### src/rtl/mips_instr_encoder_if.sv
// Request/IMEM bus of the MIPS instruction encoder.
// master = requester/IMEM side, slave = encoder.
interface mips_instr_encoder_if #(
   parameter int ADDR_W = 10
);
   logic              in_valid;
   logic              in_ready;
   logic [3:0]        kind;
   logic [4:0]        rs;
   logic [4:0]        rt;
   logic [4:0]        rd;
   logic [4:0]        shamt;
   logic [5:0]        funct;
   logic [25:0]       imm;
   logic              addr_load;
   logic [ADDR_W-1:0] addr_in;
   logic              imem_we;
   logic              imem_ready;
   logic [ADDR_W-1:0] imem_addr;
   logic [31:0]       imem_wdata;
   logic              err_illegal;
   logic [7:0]        err_count;
   logic [15:0]       words_written;

   modport master (
      output in_valid, kind, rs, rt, rd, shamt, funct, imm, addr_load, addr_in, imem_ready,
      input  in_ready, imem_we, imem_addr, imem_wdata, err_illegal, err_count, words_written
   );

   modport slave (
      input  in_valid, kind, rs, rt, rd, shamt, funct, imm, addr_load, addr_in, imem_ready,
      output in_ready, imem_we, imem_addr, imem_wdata, err_illegal, err_count, words_written
   );
endinterface

### src/rtl/mips_instr_encoder.sv
// Packs instruction class + operand fields into a 32-bit MIPS word, buffers
// it in a small FIFO and writes it to IMEM at a self-incrementing address.
module mips_instr_encoder #(
   parameter int DEPTH     = 4,
   parameter int ADDR_W    = 10,
   parameter int BASE_ADDR = 0
) (
   input logic                  clk,
   input logic                  reset,
   mips_instr_encoder_if.slave  bus
);
   localparam int AW = $clog2(DEPTH);
   localparam int CW = AW + 1;

   logic [31:0]       r_mem [DEPTH];
   logic [AW-1:0]     r_wr_idx;
   logic [AW-1:0]     r_rd_idx;
   logic [CW-1:0]     r_cnt;
   logic [ADDR_W-1:0] r_ptr;
   logic              r_err_illegal;
   logic [7:0]        r_err_count;
   logic [15:0]       r_words;

   logic        w_legal;
   logic [31:0] w_word;
   logic        w_ready;
   logic        w_acc;
   logic        w_push;
   logic        w_pop;
   logic        w_nonempty;

   // Field packing per instruction class; kinds 14/15 are flagged illegal.
   always_comb begin
      w_legal = 1'b1;
      w_word  = 32'h0;
      case (bus.kind)
         4'd0:  w_word = {6'b000000, bus.rs, bus.rt, bus.rd, bus.shamt, bus.funct};
         4'd1:  w_word = {6'b000010, bus.imm};
         4'd2:  w_word = {6'b000011, bus.imm};
         4'd3:  w_word = {6'b000100, bus.rs, bus.rt, bus.imm[15:0]};
         4'd4:  w_word = {6'b000101, bus.rs, bus.rt, bus.imm[15:0]};
         4'd5:  w_word = {6'b001000, bus.rs, bus.rt, bus.imm[15:0]};
         4'd6:  w_word = {6'b001001, bus.rs, bus.rt, bus.imm[15:0]};
         4'd7:  w_word = {6'b001010, bus.rs, bus.rt, bus.imm[15:0]};
         4'd8:  w_word = {6'b001100, bus.rs, bus.rt, bus.imm[15:0]};
         4'd9:  w_word = {6'b001101, bus.rs, bus.rt, bus.imm[15:0]};
         4'd10: w_word = {6'b001110, bus.rs, bus.rt, bus.imm[15:0]};
         4'd11: w_word = {6'b010000, bus.rs, bus.rt, bus.rd, 11'b0};
         4'd12: w_word = {6'b100011, bus.rs, bus.rt, bus.imm[15:0]};
         4'd13: w_word = {6'b101011, bus.rs, bus.rt, bus.imm[15:0]};
         default: w_legal = 1'b0;
      endcase
   end

   // in_ready looks only at the registered count, so imem_ready never
   // reaches it combinationally.
   assign w_ready    = (r_cnt < CW'(DEPTH));
   assign w_acc      = bus.in_valid && w_ready;
   assign w_push     = w_acc && w_legal;
   assign w_nonempty = (r_cnt != '0);
   assign w_pop      = w_nonempty && bus.imem_ready;

   // FIFO storage; contents beyond count are don't-care, so no reset needed.
   always_ff @(posedge clk) begin
      if (w_push) r_mem[r_wr_idx] <= w_word;
   end

   // FIFO pointers/count, write pointer and status counters.
   always_ff @(posedge clk) begin
      if (reset) begin
         r_wr_idx      <= '0;
         r_rd_idx      <= '0;
         r_cnt         <= '0;
         r_ptr         <= ADDR_W'(BASE_ADDR);
         r_err_illegal <= 1'b0;
         r_err_count   <= 8'h0;
         r_words       <= 16'h0;
      end else begin
         if (w_push) r_wr_idx <= r_wr_idx + 1'b1;
         if (w_pop)  r_rd_idx <= r_rd_idx + 1'b1;
         case ({w_push, w_pop})
            2'b10:   r_cnt <= r_cnt + 1'b1;
            2'b01:   r_cnt <= r_cnt - 1'b1;
            default: r_cnt <= r_cnt;
         endcase
         // A reload wins over the post-write increment.
         if (bus.addr_load)  r_ptr <= bus.addr_in & ~ADDR_W'(3);
         else if (w_pop)     r_ptr <= r_ptr + ADDR_W'(4);
         r_err_illegal <= w_acc && !w_legal;
         if (w_acc && !w_legal && r_err_count != 8'hFF) r_err_count <= r_err_count + 8'h1;
         if (w_pop) r_words <= r_words + 16'h1;
      end
   end

   assign bus.in_ready      = w_ready;
   assign bus.imem_we       = w_nonempty;
   assign bus.imem_wdata    = w_nonempty ? r_mem[r_rd_idx] : 32'h0;
   assign bus.imem_addr     = r_ptr;
   assign bus.err_illegal   = r_err_illegal;
   assign bus.err_count     = r_err_count;
   assign bus.words_written = r_words;
endmodule
### src/flat_wrapper.sv
// flat-port wrapper written by rule: the top's interface ports become plain ports
module mips_instr_encoder_flat 
#(
   parameter int DEPTH     = 4,
   parameter int ADDR_W    = 10,
   parameter int BASE_ADDR = 0
)
  (clk, reset, bus_in_valid, bus_kind, bus_rs, bus_rt, bus_rd, bus_shamt, bus_funct, bus_imm, bus_addr_load, bus_addr_in, bus_imem_ready, bus_in_ready, bus_imem_we, bus_imem_addr, bus_imem_wdata, bus_err_illegal, bus_err_count, bus_words_written);
  mips_instr_encoder_if #(.ADDR_W(ADDR_W)) bus_i ();
  input logic clk;
  input logic reset;
  input wire logic [$bits(bus_i.in_valid)-1:0] bus_in_valid;
  input wire logic [$bits(bus_i.kind)-1:0] bus_kind;
  input wire logic [$bits(bus_i.rs)-1:0] bus_rs;
  input wire logic [$bits(bus_i.rt)-1:0] bus_rt;
  input wire logic [$bits(bus_i.rd)-1:0] bus_rd;
  input wire logic [$bits(bus_i.shamt)-1:0] bus_shamt;
  input wire logic [$bits(bus_i.funct)-1:0] bus_funct;
  input wire logic [$bits(bus_i.imm)-1:0] bus_imm;
  input wire logic [$bits(bus_i.addr_load)-1:0] bus_addr_load;
  input wire logic [$bits(bus_i.addr_in)-1:0] bus_addr_in;
  input wire logic [$bits(bus_i.imem_ready)-1:0] bus_imem_ready;
  output wire logic [$bits(bus_i.in_ready)-1:0] bus_in_ready;
  output wire logic [$bits(bus_i.imem_we)-1:0] bus_imem_we;
  output wire logic [$bits(bus_i.imem_addr)-1:0] bus_imem_addr;
  output wire logic [$bits(bus_i.imem_wdata)-1:0] bus_imem_wdata;
  output wire logic [$bits(bus_i.err_illegal)-1:0] bus_err_illegal;
  output wire logic [$bits(bus_i.err_count)-1:0] bus_err_count;
  output wire logic [$bits(bus_i.words_written)-1:0] bus_words_written;
  assign bus_i.in_valid = bus_in_valid;
  assign bus_i.kind = bus_kind;
  assign bus_i.rs = bus_rs;
  assign bus_i.rt = bus_rt;
  assign bus_i.rd = bus_rd;
  assign bus_i.shamt = bus_shamt;
  assign bus_i.funct = bus_funct;
  assign bus_i.imm = bus_imm;
  assign bus_i.addr_load = bus_addr_load;
  assign bus_i.addr_in = bus_addr_in;
  assign bus_i.imem_ready = bus_imem_ready;
  assign bus_in_ready = bus_i.in_ready;
  assign bus_imem_we = bus_i.imem_we;
  assign bus_imem_addr = bus_i.imem_addr;
  assign bus_imem_wdata = bus_i.imem_wdata;
  assign bus_err_illegal = bus_i.err_illegal;
  assign bus_err_count = bus_i.err_count;
  assign bus_words_written = bus_i.words_written;
  mips_instr_encoder #(.DEPTH(DEPTH), .ADDR_W(ADDR_W), .BASE_ADDR(BASE_ADDR)) u_core (.clk(clk), .reset(reset), .bus(bus_i));
endmodule
### config.mk
export PLATFORM = sky130hd
export DESIGN_NAME = mips_instr_encoder_flat
export DESIGN_NICKNAME = d
export VERILOG_FILES = /design/src/rtl/mips_instr_encoder_if.sv /design/src/rtl/mips_instr_encoder.sv /design/src/flat_wrapper.sv
export SDC_FILE = /design/constraint.sdc
export NUM_CORES = 1
export LEC_CHECK = 0
export ABC_CLOCK_PERIOD_IN_PS = 2840
export BUFFER_PORTS_ARGS = -buffer_cell sky130_fd_sc_hd__buf_2
export CAP_MARGIN = 30
export CORE_ASPECT_RATIO = 0.6
export CORE_UTILIZATION = 55
export DETAILED_ROUTE_END_ITERATION = 10
export PLACE_DENSITY = 0.8
export SYNTH_ARGS = -nofsm -noshare
export SYNTH_HDL_FRONTEND = slang
export SYNTH_SLANG_ARGS = --single-unit
### constraint.sdc
create_clock -name clk -period 2.84 [get_ports clk]
set_clock_uncertainty 0.1 [all_clocks]
set_input_delay 0.142 -clock clk [delete_from_list [all_inputs] [get_ports clk]]
set_output_delay 0.142 -clock clk [all_outputs]
set_load 0.005 [all_outputs]
==> metrics.md <==
| Metric | Value |
|---|---|
| Status | `completed` |
| Hold buffers post-CTS | `27` |
| Synthesized area | `between 7000 and 8000 µm²` |
| Final #Nets | `between 700 and 800` |
| Slew of the pin with the lowest slew margin | `0.892 ns` |
| Yosys reg bits | `170` |
| Bufs and invs on worst path | `1` |
| Initial antenna violation count | `1` |
| RSZ-0062 raised after global routing | `false` |
| Kind of critical path | `reg2out` |
| Layout filler cell count | `about 900` |
| Synthesized area per cell | `14.5 µm²` |
| Dpl ws | `roughly 0.55 ns` |
| Core ar. | `between 10,000 and 15,000 µm²` |
| Fin crit period | `about 2.3 ns` |
| Initial Util | `roughly 57%` |
| Slowest Stage Delay on Critical Path | `0.91 ns` |
| Reg2reg start | `u_core.r_cnt[2]$_SDFFE_PP0P_` |
| Hold depth | `2` |
| Largest net degree at the start of global routing | `45` |
| Yosys warnings | `0` |
| Setup TNS | `0 ns` |
| Floorplan row count | `32` |
| Max_cap viols | `0` |
| Clock Path Buffers | `2` |
| Cells after synthesis | `510` |
| Hold Crit Start | `bus_shamt[1]` |
| IO Pins | `between 100 and 150` |
| Period Utilization, post-route | `around 82%` |
| FF-to-FF End | `u_core.r_cnt[2]$_SDFFE_PP0P_` |
| Vias in the first global route | `approximately 4,500` |
| GPL Wtd Cong | `~0.81` |
| Clock tree root driver cell | `clkbuf_16` |
| 1st-iter DRT viols | `332` |
| Relative slew slack | `40.5%` |
| Critical Path Fanout Max | `32` |
| Worst Setup Slack, final | `between 0.5 and 0.6 ns` |
| Total gr overflow | `0` |
| Worst r2r path cells | `9` |
| Crit path cell chain | `mux4_2, nor2b_1, buf_2` |
| Clock sinks | `170` |
| Post-synth top area share | `around 52%` |
| CP max-delay cell | `dfxtp_2` |
| Drt first pass iters | `4` |
| Die Area | `around 14,000 µm²` |
| Pleak | `around 3.5 nW` |
| GRT Total Usage | `between 20% and 30%` |
| Async set-reset flop share out of synthesis | `0%` |
| Die Ht | `91.7 µm` |
| Crit path required time | `2.60 ns` |
| VDD IR max | `roughly 440 µV` |
| Ys flop type | `edfxtp_1` |
| Sequential share of the synthesized area | `63.5%` |
| Worst hold endpoint | `u_core.r_mem[3][7]$_DFFE_PP_` |
| Via count | `roughly 4,800` |
| TritonCTS Buffers | `17` |
| Clk slew on worst S/H paths | `around 0.070 ns` |
| Slew Limit Fails | `0` |
| Min-Delay Path Class | `in2reg` |
| Final Non-Filler Cells | `roughly 860` |
| Antenna Nets Post-Route | `0` |
| Post-CTS Resized | `0` |
| IO buf count | `135` |
| Most frequent cells in the layout | `135 x buf_2, 128 x edfxtp_1, 43 x nor2_1` |
| First-pass GRT wire length | `around 23,000 µm` |
| Number of synthesized flops with an enable pin | `roughly 130` |
| DR WL/cell | `between 15 and 20 µm` |
| Overall power | `~7.4 mW` |
| Area grow syn2layout | `23.8%` |
| Most common cell after layout, fill and taps aside | `buf_2` |
| Setup repair bufs after CTS | `0` |
| Max Clk Rate | `between 400 and 500 MHz` |
| Post-DP HPWL | `~9600 µm` |
| Biggest area consumer among synthesized cells | `edfxtp_1` |
| Crit. End Element | `output pin` |
| Share of layout cells above drive strength 1 | `between 30% and 40%` |
| Final Hold Vio Count | `0` |
| CTS tree | `yes` |
| Die width | `roughly 150 µm` |
| Number of remaining DRC errors | `0` |
| Worst setup SP type | `flop` |
| Placed cells | `between 700 and 800` |
| Worst Path Arrival | `between 2 and 2.5 ns` |
| H-tree depth | `4` |
| Pwr per Cell Area | `808 nW/µm²` |
| Via density per instance | `around 5.6` |
| Skew-Pair Late Insertion Delay | `0.42 ns` |
| Critical path's top delay family | `flip-flops` |
| Synth area leaders | `edfxtp_1 52%, dfxtp_1 11%, mux4_2 9.8%, nor2b_1 3.0%, nor2_1 2.2%` |
| Worst R2R Setup Slack | `about 0.53 ns` |
| Overall routed net length | `15,300 µm` |
| Distinct cells, synth | `50` |
| Setup violations, final | `0` |
==> report_power, final <==
group          switching [mW]  leakage [nW]  total [mW]  internal (mW)
registers               0.158          1.52        3.12           2.96
clock network           0.990         0.279        2.30           1.31
logic                   0.977          1.74        1.96          0.984
total                    2.13          3.55        7.38           5.26
==> synth_stat cells (12+ instances only) <==
library cell / count
a21oi_1: 22
a22o_1: 16
clkbuf_1: 13
dfxtp_1: 42
edfxtp_1: 128
inv_1: 20
mux2i_1: 15
mux4_2: 32
nor2_1: 43
nor2b_1: 35
xnor2_1: 12
xor2_1: 12
==> area by class of cell <==
cell class | count | area [µm²] | area share (%)
sequential | 170 | 4690 | 51.3
multi-input combinational | 292 | 2480 | 27.2
timing repair buffer | 172 | 1070 | 11.8
clock buffer | 17 | 425 | 4.66
tap | 170 | 213 | 2.33
clock inverter | 15 | 169 | 1.85
inverter | 21 | 78.8 | 0.863
antenna | 1 | 2.50 | 0.0274
==> worst reg2reg max path: stages, from the launching register on <==
cell and delay [ns]:
dfxtp_1 0.55, nand2b_1 0.22, nor2_1 0.09, inv_1 0.06
ha_1 0.16, inv_1 0.06, fa_1 0.37, xor2_1 0.16
or3_1 0.31, a21oi_1 0.15
==> registers in the layout (all words and copies together) (netlist names), named ones only <==
signal / count
u_core.r_wr_idx: 2
u_core.bus.err_illegal: 1
u_core.r_rd_idx: 2
u_core.r_mem: 128
u_core.bus.words_written: 16
u_core.bus.imem_addr: 8
u_core.bus.err_count: 8
u_core.r_cnt: 3
==> per-stage QoR <==
| step | hold slack [ns] | area (µm²) | util (%) |
|---|---|---|---|
| after global routing | 0.00765 | 9130 | 70.4 |
| after floorplan | 0.189 | 7380 | - |
| after CTS | 0.00136 | 9130 | 70.4 |
| after global placement | 0.281 | 8250 | 63.6 |
| final | 0.0126 | 9130 | 70.4 |
| after detailed placement | 0.299 | 8260 | 63.7 |
==> worst max-delay path by stage <==
stage / from / slack [ns] / cells past startpoint / endpoint
6_report: flop / 0.51 / 3 / bus_imem_wdata[15]
2_1_floorplan: u_core.r_cnt[0]$_SDFFE_PP0P_ / 0.74 / 9 / u_core.r_cnt[2]$_SDFFE_PP0P_
5_1_grt: u_core.r_cnt[2]$_SDFFE_PP0P_ / 0.33 / 9 / u_core.r_cnt[2]$_SDFFE_PP0P_
4_1_cts: flop / 0.48 / 3 / bus_imem_wdata[15]
3_3_place_gp: bus_kind[1] / 0.57 / 5 / u_core.r_mem[0][1]$_DFFE_PP_
3_5_place_dp: u_core.r_cnt[2]$_SDFFE_PP0P_ / 0.55 / 9 / u_core.r_cnt[2]$_SDFFE_PP0P_
==> per-layer routing <==
metal | track usage [%] | routed length, µm | vias to the layer above
met2 | 35.4 | 7250 | 185
met5 | 0 | 0 | -
met4 | 8.17 | 193 | 0
li1 | - | - | 2253
met1 | 32.7 | 6750 | 2338
met3 | 5.17 | 1060 | 18
==> logic make-up after synthesis <==
kind of cell	after synthesis	share of synthesized area, %
muxes	51	12.5
buffers and inverters	49	3.00
DFF	170	63.5
xor gates and xnor gates	24	2.85
AOI/OAI and AO/OA	61	5.94
other	1	0.0509
and+or+nand+nor	145	10.5
adders and majority gates	9	1.63
Note: power is estimated with default switching activity, not from simulation.
